File: config.mk
export PLATFORM = sky130hd
export DESIGN_NAME = maze_solve_adapt
export DESIGN_NICKNAME = d
export VERILOG_FILES = /design/src/rtl/maze_solve_adapt_pkg.sv /design/src/rtl/maze_solve_adapt_hdng_dec.sv /design/src/rtl/maze_solve_adapt.sv
export SDC_FILE = /design/constraint.sdc
export NUM_CORES = 1
export LEC_CHECK = 0
export BUFFER_PORTS_ARGS = -buffer_cell sky130_fd_sc_hd__buf_2
export CORE_ASPECT_RATIO = 1.4
export CORE_MARGIN = 10
export CORE_UTILIZATION = 30
export DETAILED_ROUTE_END_ITERATION = 8
export PLACE_DENSITY = 0.6
export SYNTH_ARGS = -nofsm -noshare
export SYNTH_HDL_FRONTEND = slang
export SYNTH_SLANG_ARGS = --single-unit
File: constraint.sdc
create_clock -name clk -period 10.9 [get_ports clk]
set_input_delay 2.18 -clock clk [delete_from_list [all_inputs] [get_ports clk]]
set_output_delay 2.18 -clock clk [all_outputs]
set_load 0.01 [all_outputs]
File: src/rtl/maze_solve_adapt_pkg.sv
// Shared types for the adaptive wall-follower maze solver: directions, turn kinds,
// FSM states and the mode encodings used by cmd_proc.
package maze_pkg;

  typedef enum logic [1:0] {
    DIR_N = 2'd0,
    DIR_W = 2'd1,
    DIR_S = 2'd2,
    DIR_E = 2'd3
  } dir_t;

  typedef enum logic [1:0] {
    TURN_LEFT  = 2'd0,
    TURN_RIGHT = 2'd1,
    TURN_UTURN = 2'd2
  } turn_t;

  typedef enum logic [2:0] {
    ST_IDLE = 3'd0,
    ST_FRWD = 3'd1,
    ST_HDNG = 3'd2,
    ST_ROT  = 3'd3,
    ST_KICK = 3'd4,
    ST_DONE = 3'd5
  } state_t;

  localparam logic [1:0] MODE_RIGHT      = 2'b00;
  localparam logic [1:0] MODE_LEFT       = 2'b01;
  localparam logic [1:0] MODE_ALT        = 2'b10;
  localparam logic [1:0] MODE_LEFT_ALIAS = 2'b11;

  // Every mode except right-hand starts a run with left affinity.
  function automatic logic aff_lft_from_mode(input logic [1:0] mode);
    return (mode == MODE_LEFT) || (mode == MODE_ALT) || (mode == MODE_LEFT_ALIAS);
  endfunction

endpackage

File: src/rtl/maze_solve_adapt_hdng_dec.sv
// Combinational turn decision: preferred side if open, else the other side, else U-turn.
module hdng_dec
  import maze_pkg::*;
(
  input  dir_t  i_dir,
  input  logic  i_aff_lft,
  input  logic  i_lft_opn,
  input  logic  i_rght_opn,
  output dir_t  o_nxt_dir,
  output turn_t o_turn
);

  turn_t w_turn;

  // Pick the turn from affinity and the openings seen at this stop.
  always_comb begin
    w_turn = TURN_UTURN;
    if (i_aff_lft) begin
      if (i_lft_opn)       w_turn = TURN_LEFT;
      else if (i_rght_opn) w_turn = TURN_RIGHT;
      else                 w_turn = TURN_UTURN;
    end else begin
      if (i_rght_opn)      w_turn = TURN_RIGHT;
      else if (i_lft_opn)  w_turn = TURN_LEFT;
      else                 w_turn = TURN_UTURN;
    end
  end

  // Left is +1, right is -1 and a U-turn is +2, all modulo 4.
  always_comb begin
    o_nxt_dir = i_dir;
    case (w_turn)
      TURN_LEFT:  o_nxt_dir = dir_t'(i_dir + 2'd1);
      TURN_RIGHT: o_nxt_dir = dir_t'(i_dir - 2'd1);
      TURN_UTURN: o_nxt_dir = dir_t'(i_dir + 2'd2);
      default:    o_nxt_dir = i_dir;
    endcase
  end

  assign o_turn = w_turn;

endmodule

File: src/rtl/maze_solve_adapt.sv
// Adaptive wall-follower: picks a turn at every stop, drives rotate/move kicks,
// flips affinity on runaway turn sums and ends the run on solution or move limit.
module maze_solve_adapt
  import maze_pkg::*;
#(
  parameter int                HDNG_W     = 12,
  parameter logic [HDNG_W-1:0] NORTH_HDNG = 12'h000,
  parameter logic [HDNG_W-1:0] WEST_HDNG  = 12'h3FF,
  parameter logic [HDNG_W-1:0] SOUTH_HDNG = 12'h7FF,
  parameter logic [HDNG_W-1:0] EAST_HDNG  = 12'hC00,
  parameter int                CNT_W      = 10,
  parameter int                MAX_MOVES  = 1023,
  parameter int                TS_W       = 6,
  parameter int                LOOP_LIM   = 8
) (
  input  logic                     clk,
  input  logic                     rst_n,
  input  logic                     i_go,
  input  logic [1:0]               i_mode,
  input  logic                     i_abort,
  input  logic                     i_lft_opn,
  input  logic                     i_rght_opn,
  input  logic                     i_mv_cmplt,
  input  logic                     i_sol_cmplt,
  output logic                     o_strt_mv,
  output logic                     o_strt_hdng,
  output logic [HDNG_W-1:0]        o_dsrd_hdng,
  output logic                     o_stp_lft,
  output logic                     o_stp_rght,
  output logic                     o_busy,
  output logic                     o_done,
  output logic                     o_timeout,
  output logic [CNT_W-1:0]         o_mv_cnt,
  output logic signed [TS_W-1:0]   o_turn_sum
);

  localparam logic signed [TS_W+1:0] TS_MAX = (TS_W+2)'(2**(TS_W-1) - 1);
  localparam logic signed [TS_W+1:0] TS_MIN = (TS_W+2)'(-(2**(TS_W-1)));

  state_t                  r_state;
  dir_t                    r_dir;
  logic [HDNG_W-1:0]       r_hdng;
  logic                    r_aff_lft;
  logic                    r_strt_mv;
  logic                    r_strt_hdng;
  logic                    r_busy;
  logic                    r_done;
  logic                    r_timeout;
  logic [CNT_W-1:0]        r_mv_cnt;
  logic signed [TS_W-1:0]  r_turn_sum;

  dir_t                    w_nxt_dir;
  turn_t                   w_turn;
  logic signed [TS_W+1:0]  w_ts_delta;
  logic signed [TS_W+1:0]  w_ts_wide;
  logic signed [TS_W+1:0]  w_ts_clamp;
  logic signed [TS_W+1:0]  w_ts_abs;
  logic                    w_alt;
  logic                    w_loop;
  logic signed [TS_W-1:0]  w_ts_nxt;
  logic                    w_aff_nxt;
  logic [CNT_W-1:0]        w_cnt_inc;
  logic                    w_to_hit;

  function automatic logic [HDNG_W-1:0] hdng_of(input dir_t d);
    case (d)
      DIR_N:   return NORTH_HDNG;
      DIR_W:   return WEST_HDNG;
      DIR_S:   return SOUTH_HDNG;
      DIR_E:   return EAST_HDNG;
      default: return NORTH_HDNG;
    endcase
  endfunction

  hdng_dec u_hdng_dec (
    .i_dir      (r_dir),
    .i_aff_lft  (r_aff_lft),
    .i_lft_opn  (i_lft_opn),
    .i_rght_opn (i_rght_opn),
    .o_nxt_dir  (w_nxt_dir),
    .o_turn     (w_turn)
  );

  // Turn-sum update with saturation, plus the loop rule that may flip affinity.
  always_comb begin
    w_ts_delta = (TS_W+2)'(0);
    case (w_turn)
      TURN_LEFT:  w_ts_delta = (TS_W+2)'(1);
      TURN_RIGHT: w_ts_delta = (TS_W+2)'(-1);
      TURN_UTURN: w_ts_delta = r_aff_lft ? (TS_W+2)'(2) : (TS_W+2)'(-2);
      default:    w_ts_delta = (TS_W+2)'(0);
    endcase
    w_ts_wide = {{2{r_turn_sum[TS_W-1]}}, r_turn_sum} + w_ts_delta;
    if (w_ts_wide > TS_MAX)      w_ts_clamp = TS_MAX;
    else if (w_ts_wide < TS_MIN) w_ts_clamp = TS_MIN;
    else                         w_ts_clamp = w_ts_wide;
    if (w_ts_clamp < (TS_W+2)'(0)) w_ts_abs = -w_ts_clamp;
    else                           w_ts_abs = w_ts_clamp;
    w_alt  = (i_mode == MODE_ALT);
    w_loop = !w_alt && (LOOP_LIM != 0) && (int'(w_ts_abs) >= LOOP_LIM);
    if (w_loop) w_ts_nxt = '0;
    else        w_ts_nxt = w_ts_clamp[TS_W-1:0];
    if (w_alt || w_loop) w_aff_nxt = ~r_aff_lft;
    else                 w_aff_nxt = r_aff_lft;
  end

  // Saturating move count and the move-limit check against the incremented value.
  always_comb begin
    if (r_mv_cnt == {CNT_W{1'b1}}) w_cnt_inc = r_mv_cnt;
    else                           w_cnt_inc = r_mv_cnt + CNT_W'(1);
    w_to_hit = (MAX_MOVES != 0) && (w_cnt_inc == CNT_W'(MAX_MOVES));
  end

  // Run sequencer; every output is a register updated alongside the state.
  always_ff @(posedge clk or negedge rst_n) begin
    if (!rst_n) begin
      r_state     <= ST_IDLE;
      r_dir       <= DIR_N;
      r_hdng      <= NORTH_HDNG;
      r_aff_lft   <= 1'b0;
      r_strt_mv   <= 1'b0;
      r_strt_hdng <= 1'b0;
      r_busy      <= 1'b0;
      r_done      <= 1'b0;
      r_timeout   <= 1'b0;
      r_mv_cnt    <= '0;
      r_turn_sum  <= '0;
    end else begin
      r_strt_mv   <= 1'b0;
      r_strt_hdng <= 1'b0;
      case (r_state)
        ST_IDLE, ST_DONE: begin
          if (i_go) begin
            r_dir      <= DIR_N;
            r_hdng     <= NORTH_HDNG;
            r_mv_cnt   <= '0;
            r_turn_sum <= '0;
            r_done     <= 1'b0;
            r_timeout  <= 1'b0;
            r_aff_lft  <= aff_lft_from_mode(i_mode);
            r_strt_mv  <= 1'b1;
            r_busy     <= 1'b1;
            r_state    <= ST_FRWD;
          end
        end
        ST_FRWD: begin
          if (i_abort) begin
            r_busy  <= 1'b0;
            r_state <= ST_IDLE;
          end else if (i_mv_cmplt) begin
            if (i_sol_cmplt) begin
              r_busy  <= 1'b0;
              r_done  <= 1'b1;
              r_state <= ST_DONE;
            end else begin
              r_mv_cnt <= w_cnt_inc;
              if (w_to_hit) begin
                r_timeout <= 1'b1;
                r_done    <= 1'b1;
                r_busy    <= 1'b0;
                r_state   <= ST_DONE;
              end else begin
                r_dir       <= w_nxt_dir;
                r_hdng      <= hdng_of(w_nxt_dir);
                r_turn_sum  <= w_ts_nxt;
                r_aff_lft   <= w_aff_nxt;
                r_strt_hdng <= 1'b1;
                r_state     <= ST_HDNG;
              end
            end
          end
        end
        ST_HDNG: r_state <= ST_ROT;
        ST_ROT: begin
          if (i_abort) begin
            r_busy  <= 1'b0;
            r_state <= ST_IDLE;
          end else if (i_mv_cmplt) begin
            r_strt_mv <= 1'b1;
            r_state   <= ST_KICK;
          end
        end
        ST_KICK: r_state <= ST_FRWD;
        default: begin
          r_busy  <= 1'b0;
          r_state <= ST_IDLE;
        end
      endcase
    end
  end

  assign o_strt_mv   = r_strt_mv;
  assign o_strt_hdng = r_strt_hdng;
  assign o_dsrd_hdng = r_hdng;
  assign o_stp_lft   = r_aff_lft;
  assign o_stp_rght  = ~r_aff_lft;
  assign o_busy      = r_busy;
  assign o_done      = r_done;
  assign o_timeout   = r_timeout;
  assign o_mv_cnt    = r_mv_cnt;
  assign o_turn_sum  = r_turn_sum;

endmodule

==> run metrics, run 1 <==
outcome finished clean; synth top area cells dfrtp_1, ha_1, a21oi_1; ys async rst share 100%; DP Area 0.00258 mm^2; wire per inst 14.9 um; Max Clock Skew around 10 ps; Worst setup SP type input pin; reg2reg setup slack 6810 ps; post-route ant nets 0; Die Wd 95.1 um; CTS root buf clkbuf_8; footprint of the multi-input gates 0.00139 mm^2; Max Cap Viol 0; Synth Area per Inst 8.81 um^2; post_cts resized 0; period utilization 51.2%; Via density 5.30; IO buf count 44; crit path DAT approximately 5700 ps; Setup Buffers After CTS 0; CP Class input pin to flip-flop; crit path max fanout 6; pwr/cell area ~230 mW/mm^2; # IOs 45; Unique masters post-synth 66; RD Place Congestion ~0.87; Die Area around 0.012 mm^2; met3 wire length around 300 um; required time of the critical path 11040 ps; CTS Sinks 30; count leader, synth dfrtp_1; register area 751 um^2; final core occ between 30% and 40%; fin. max-slew vios 0; met1 wire length 2640 um; share of the synthesized area in the top cell type a little under a third; Worst R2R Start o_stp_lft; Synth-to-Final Area Change 12.9%; Reg2Reg Capture Point o_turn_sum[5]; core area 0.00775 mm^2; DP HPWL about 4700 um; crit path time final around 5600 ps; EDFF count, synth 0; total gr overflow 0; total track usage 10.1%; DRT Pass-1 Iters 4; Fin. Hold Viols 0; hold path endpoint o_done; top cells by count, synth dfrtp_1, a21oi_1, inv_1, nand2_1, nor2_1; TritonCTS clock tree done; CTS hold repair buffers 0; IR drop worst, VDD 0.101 mV; Total Neg Setup Slack 0 ps; #FFs+latches synth 30; post-placement setup slack 5040 ps; Post-Synthesis Cells 269; Worst-Skew Late Latency 280 ps; met2 wire length 3050 um; first-pass GRT wire length 10000 um; Initial Util 30.6%; Synth Cell Area 0.00237 mm^2; drt initial violations 90; CTS buffer count 5; area leader, netlist dfrtp_1; setup ws final 5320 ps; Synth Net Count 295; largest net degree at the start of global routing 31; vias in the first global route about 2100; final net count 330; DRC 0; Final Cell Area roughly 0.0027 mm^2; H-tree level count 2; Synth warnings 0; Clock transition at path regs 70 ps; top sig layer met4; prevailing post-synth register cell dfrtp_1; Fmax around 180 MHz; Via Count 2145; Hold WC Path Type flip-flop to flip-flop; final-layout fill cell count 822; Site Rows 38; clock tree buffer depth 2; LEAKAGE 1.28 nW; hold depth 1; Hold Startpoint o_done; die height 125 um; path depth of the worst reg2reg path 18; setup violators final 0; Worst setup EP type flip-flop; initial antenna violation count 0; share of layout cells above drive strength 1 23.6%; Worst Max-Slew Pin Slew 690 ps; max_slew headroom 53.4%; final wirelength 6050 um; unrepaired setup endpoints after global routing no; antenna fix cells 0; sequential area share after synthesis 31.7%
==> critical path, stage by stage <==
cell      delay (ps)
buf_2            100
nand2_1           50
nand2_1           90
ha_1             250
a21o_1           230
ha_1             340
o21ai_0          240
o21bai_1         130
a21oi_1          300
o21ai_0          270
a21oi_1          250
ha_1             170
inv_1             40
o211a_1          100
o2111a_1         270
nor3_1           530
o32ai_1          170
==> how the worst max path moves through the flow <==
stage                          start  slack (ps)             to
after floorplan           i_rght_opn        5500      o_stp_lft
after global placement     i_lft_opn        5090  o_turn_sum[5]
after detailed placement  i_rght_opn        5040  o_turn_sum[5]
after CTS                 i_rght_opn        5340  o_turn_sum[5]
after global routing      i_rght_opn        4930  o_turn_sum[0]
final                      i_lft_opn        5320  o_turn_sum[5]
==> routing by layer <==
metal	GRT usage [%]	vias up
met1	12.1	1029
met2	17.3	39
li1	-	1070
met5	0	-
met3	2.40	7
met4	2.83	0
==> kinds of logic (layout without fill, tap and decap cells) <==
logic type / count (synthesis) / after routing / synth area share, %
compound gates: 94 / 94 / 28.9
xor+xnor: 2 / 2 / 0.739
fa+ha+maj: 16 / 16 / 8.76
buf+inv: 39 / 75 / 9.61
flops: 30 / 30 / 31.7
mux: 5 / 5 / 2.27
simple gates: 83 / 83 / 18.1
==> power by group <==
part / leakage (nW) / total (mW) / switching [mW] / internal (mW)
sequential: 0.402 / 0.175 / 0.0351 / 0.140
clock: 0.0472 / 0.0955 / 0.0448 / 0.0507
combinational: 0.829 / 0.345 / 0.201 / 0.144
==> stage by stage <==
step / hold slack (ps) / power, mW / cells
global placement: 468 / 0.522 / 397
CTS: 496 / 0.624 / 405
floorplan: 512 / 0.438 / 269
detailed placement: 478 / 0.525 / 397
global route: 518 / 0.675 / 405
finish: 487 / 0.616 / 405
==> state kept, by name, indices dropped and copies added, names as in the netlist <==
| name | flops |
|---|---|
| r_state | 3 |
| o_strt_hdng | 1 |
| o_strt_mv | 1 |
| o_timeout | 1 |
| o_dsrd_hdng | 3 |
| o_busy | 1 |
| r_dir | 2 |
| o_mv_cnt | 10 |
| o_turn_sum | 6 |
| o_stp_lft | 1 |
| o_done | 1 |
==> layout by cell type, fill, tap and decap left out, types with 6 or more instances in the layout <==
cell      instances
nor2_1           20
nor3_1            9
ha_1             15
clkbuf_8          6
inv_1            21
dfrtp_1          30
buf_2            44
nand2_1          20
o32ai_1           7
a21oi_1          23
o21ai_0          12
==> area by class of cell <==
class | instances | area share (%)
multi-input combinational | 200 | 52.0
inverter | 21 | 2.95
tap | 100 | 4.68
clock buffer | 6 | 3.09
timing repair buffer | 46 | 8.79
clock inverter | 2 | 0.468
sequential | 30 | 28.1
No activity file was read; power rests on OpenSTA's default activity.
==> inputs of run 2 (changes only) <==
- PLACE_DENSITY: 0.6 -> 0.62
- clock period: 10.9 -> 4.7 ns (I/O delays scaled with it)
==> run 2 against run 1 <==
Compared with the run above:
- power grew 130%
- routed wire length decreased by 0.83%
- critical path depth up 3
- count of clock-buffer cells in the layout increased by 1
- sequential share of layout area shrank 0.12 points
- clock power up 130%
- core utilization grew 0.15 points
- non-clock buffer count is 2 higher
- worst hold slack better by 5.2 ps
- combinational power increased by 130%
- clock skew decreased by 2.7 ps
- via count grew 0.47%
==> run metrics, run 2 (synthesis gave the netlist of run 1 again) <==
outcome finished clean; Fmax approximately 230 MHz; Crit-path slowest cell fa_1; Worst-Skew Late Latency 280 ps; antenna fix cells 0; vias in the first global route 2055; Die Area roughly 0.012 mm^2; setup violators final 0; total track usage 10.1%; Max Clock Skew between 7 and 8 ps; die height between 100 and 150 um; crit path time final approximately 4300 ps; final-layout fill cell count approximately 820; Site Rows 38; Via density 5.29; Worst setup SP type input pin; Worst Max-Slew Pin Slew 816 ps; Hold WC Path Type flip-flop to flip-flop; core area around 0.0077 mm^2; TritonCTS clock tree done; first-pass GRT wire length roughly 10000 um; LEAKAGE 1.29 nW; Fin. Hold Viols 0; CP Class input pin to flip-flop; Initial Util 30.6%; placed instance count 399; total gr overflow 0; # IOs 45; Max Cap Viol 0; Total Power 1.43 mW; commonest non-fill, non-tap cell in the layout buf_2; IR drop worst, VDD 0.281 mV; Via Count 2155; largest net degree at the start of global routing 31; CTS buffer count 5; final net count about 330; drt initial violations 86; required time of the critical path 4880 ps; CTS root buf clkbuf_8; fin. max-slew vios 0; commonest non-fill, non-tap cells in the layout buf_2, dfrtp_1, a21oi_1, inv_1; Clock transition at path regs 70 ps; critical path, cell by cell buf_2 -> nor2_1 -> inv_1 -> ha_1 -> nor2_1 -> nor2_1 -> ha_1 -> fa_1 -> a211o_1 -> o211ai_1 -> a21oi_1 -> o311ai_0 -> nand2_1 -> ha_1 -> inv_1 -> o211a_1 -> o2111a_1 -> nor3_1 -> buf_4 -> o32ai_1; final wirelength approximately 6000 um; IO buf count 44; CTS hold repair buffers 0; Setup Buffers After CTS 0; crit path DAT 4460 ps; unrepaired setup endpoints after global routing no; RD Place Congestion 0.894; post-route ant nets 0; CTS Sinks 30; max incr delay on CP roughly 400 ps; max_slew headroom 45.2%; DRT Pass-1 Iters 4; DP HPWL 4580 um; max reg flops 10; Worst setup EP type flip-flop; DRC 0; H-tree level count 2; clock tree buffer depth 2; crit path max fanout 6; post_cts resized 0; Die Wd 95.1 um; Synth-to-Final Area Change 13.4%; Total Neg Setup Slack 0 ps; period utilization 91.1%; wire per inst 14.7 um; Final Non-Filler Cells 407; Min Hold Slack between 400 and 500 ps; initial antenna violation count 1; share of layout cells above drive strength 1 23.8%; pwr/cell area 533 mW/mm^2
[run 2: changes by cell type in the layout (fill, tap and decap cells not counted)]
| cell | previous run | this run |
|---|---|---|
| buf_4 | 2 | 4 |
| clkinvlp_4 | 1 | 0 |
| clkbuf_1 | 0 | 1 |
[run 2: area by class of cell]
class / instances / area, um^2 / area share [%]
Clock buffer: 7 / 86.3 / 3.21
Sequential cell: 30 / 751 / 27.9
Multi-Input combinational cell: 200 / 1390 / 51.8
Timing Repair Buffer: 48 / 250 / 9.31
Clock inverter: 1 / 5.00 / 0.186
Tap cell: 100 / 125 / 4.66
Inverter: 21 / 78.8 / 2.93
[run 2: final timing paths]
path	cells after the start	start	slack [ps]	endpoint
worst max-delay path	20	i_rght_opn	420	o_turn_sum[4]
worst min-delay path	1	o_dsrd_hdng[10]	490	o_dsrd_hdng[10]
worst max register to register	20	o_stp_lft	660	o_turn_sum[4]
worst min register to register	1	o_dsrd_hdng[10]	490	o_dsrd_hdng[10]
max in group asynchronous	1	rst_n	3530	o_turn_sum[2]
min in group asynchronous	1	rst_n	700	o_mv_cnt[9]
[run 2: stage by stage]
step / instance area, um^2 / worst slack [ps] / utilization [%]
after floorplan: 2370 / 539 / -
after global placement: 2600 / 258 / 33.5
after detailed placement: 2600 / 150 / 33.5
after CTS: 2690 / 420 / 34.7
after global routing: 2690 / 73.0 / 34.7
final: 2690 / 419 / 34.7
[run 2: per-layer routing]
metal  GRT usage, %  wire length [um]  vias to the layer above
li1               -                 -                     1067
met1           12.2              2650                     1026
met2           16.4              2950                       48
met3           2.40               273                       12
met4           4.33               113                        2
met5              0                 7                        -
[run 2: critical path, delay by kind of cell]
family	cells	cell delay [ps]
compound gates	7	1540
buf+inv	4	410
simple gates	5	540
fa+ha+maj	4	1030
[run 2: where the power goes]
group | internal (mW) | switching (mW)
clock network | 0.118 | 0.0985
logic | 0.340 | 0.468
registers | 0.326 | 0.0816
==> inputs of run 3 (changes only) <==
- CORE_MARGIN: 10 -> 2
==> run 3 against run 2 <==
Compared with the run above:
- register-to-register slack gained 40 ps
- power grew 8.7%
- fmax grew 0.33%
- flip-flop and latch count is the same
- worst hold slack is essentially flat
- clock skew grew 3.4 ps
- clock power grew 53%
- via count grew 1.5%
- non-clock buffer count grew 1
- critical path depth is the same
- critical path type unchanged
- critical endpoint unchanged
==> run metrics, run 3 (synthesis gave the netlist of run 1 again) <==
DRC 0; most used routing layer met2; vias in the first global route 2162; CTS root buf clkbuf_8; Via density 5.36; total gr overflow 0; DP HPWL around 4400 um; Worst-Skew Late Latency 290 ps; setup violators final 0; CP Class input pin to flip-flop; outcome finished clean; # IOs 45; GR Util met3 1.90%; H-tree level count 2; CTS buffer count 5; first-pass GRT wire length a little under 10000 um; CTS hold repair buffers 0; Total Neg Setup Slack 0 ps; commonest non-fill, non-tap cells in the layout buf_2, dfrtp_1, a21oi_1, inv_1; fin. max-slew vios 0; post-route ant nets 0; hold path endpoint o_done; IR drop worst, VDD 0.311 mV; final-layout fill cell count 825; met1 GRT Util between 15 and 20%; Worst Max-Slew Pin Slew 915 ps; period utilization 90.8%; crit path DAT around 4500 ps; final net count 333; register area 751 um^2; Site Rows 38; Die Area between 0.008 and 0.009 mm^2; largest net degree at the start of global routing 31; TritonCTS clock tree done; wire per inst ~14 um; Worst R2R Start o_stp_lft; hold depth 1; Fin. Hold Viols 0; Setup Buffers After CTS 0; Max Cap Viol 0; core area 0.00770 mm^2; post-placement setup slack 154 ps; Hold WC Path Type flip-flop to flip-flop; initial antenna violation count 0; Hold Startpoint o_done; total track usage between 10% and 20%; max_slew headroom 38.6%; Via Count 2188; footprint of the multi-input gates 0.00139 mm^2; final wirelength 5790 um; CTS Sinks 30; post_cts resized 0; antenna fix cells 0; Die Wd 79.1 um; Reg2Reg Capture Point o_turn_sum[4]; drt initial violations 73; crit path max fanout 6; clock tree buffer depth 2; Max Clock Skew around 11 ps; unrepaired setup endpoints after global routing no; IO buf count 44; RD Place Congestion 0.868; commonest non-fill, non-tap cell in the layout buf_2; Fmax 234 MHz; pwr/cell area 566 mW/mm^2; die height 109 um; DRT Pass-1 Iters 4; M2 GR Usage 24.0%; share of layout cells above drive strength 1 24.4%; setup ws final between 400 and 500 ps; Worst setup SP type input pin; crit path time final 4270 ps; max reg flops 10; Initial Util 30.8%; Worst setup EP type flip-flop; reg2reg setup slack 700 ps; required time of the critical path slightly below 5000 ps; LEAKAGE 1.32 nW; path depth of the worst reg2reg path 20; Clock transition at path regs 70 ps; Synth-to-Final Area Change 15.9%
-- run 3: changes by cell type in the layout (fill, tap and decap cells not counted), sizes merged --
cell | before | now
buf | 48 | 49
clkbuf | 7 | 6
bufinv | 0 | 2
clkinv | 1 | 0
-- run 3: worst max-delay path by stage --
stage	startpoint	end	slack [ps]
4_1_cts	i_rght_opn	o_turn_sum[4]	420
5_1_grt	i_rght_opn	o_turn_sum[4]	100
6_report	i_rght_opn	o_turn_sum[4]	430
3_3_place_gp	i_rght_opn	o_turn_sum[4]	270
3_5_place_dp	i_rght_opn	o_turn_sum[4]	150
2_1_floorplan	i_rght_opn	o_stp_lft	540
-- run 3: power by group --
part	internal (mW)	switching [mW]	leakage, nW
clock network	0.226	0.105	0.0714
registers	0.325	0.0812	0.402
logic	0.346	0.471	0.844
-- run 3: area by class of cell --
cell class / count / share of cell area (%)
Multi-Input combinational cell: 200 / 50.7
Sequential cell: 30 / 27.3
Timing Repair Buffer: 49 / 9.38
Tap cell: 100 / 4.56
Clock buffer: 6 / 3.01
Inverter: 21 / 2.87
Clock inverter: 2 / 2.19
-- run 3: metal layers --
metal / up-vias / routed length, um
met3: 11 / 208
met1: 1041 / 2600
met4: 0 / 125
li1: 1071 / -
met5: - / 0
met2: 65 / 2860
-- run 3: critical path: stages --
cell and delay, ps:
buf_2 100, nor2_1 190, inv_1 100, ha_1 210, nor2_1 100, nor2_1 60
ha_1 220, fa_1 400, a211o_1 320, o211ai_1 150, nor3_1 80, o21ai_0 310
a21oi_1 150, ha_1 210, inv_1 50, o211a_1 120, o2111a_1 240, nor3_1 60
buf_4 180, o32ai_1 260
-- run 3: through the flow --
stage                     util [%]  cells  area (um^2)  power (mW)  hold WS, ps
after floorplan                  -    269         2370        1.02          512
after global placement        33.8    400         2600        1.22          476
after detailed placement      33.8    400         2600        1.23          483
after CTS                     35.7    408         2750        1.57          499
after global routing          35.7    408         2750        1.68          526
final                         35.7    408         2750        1.56          492
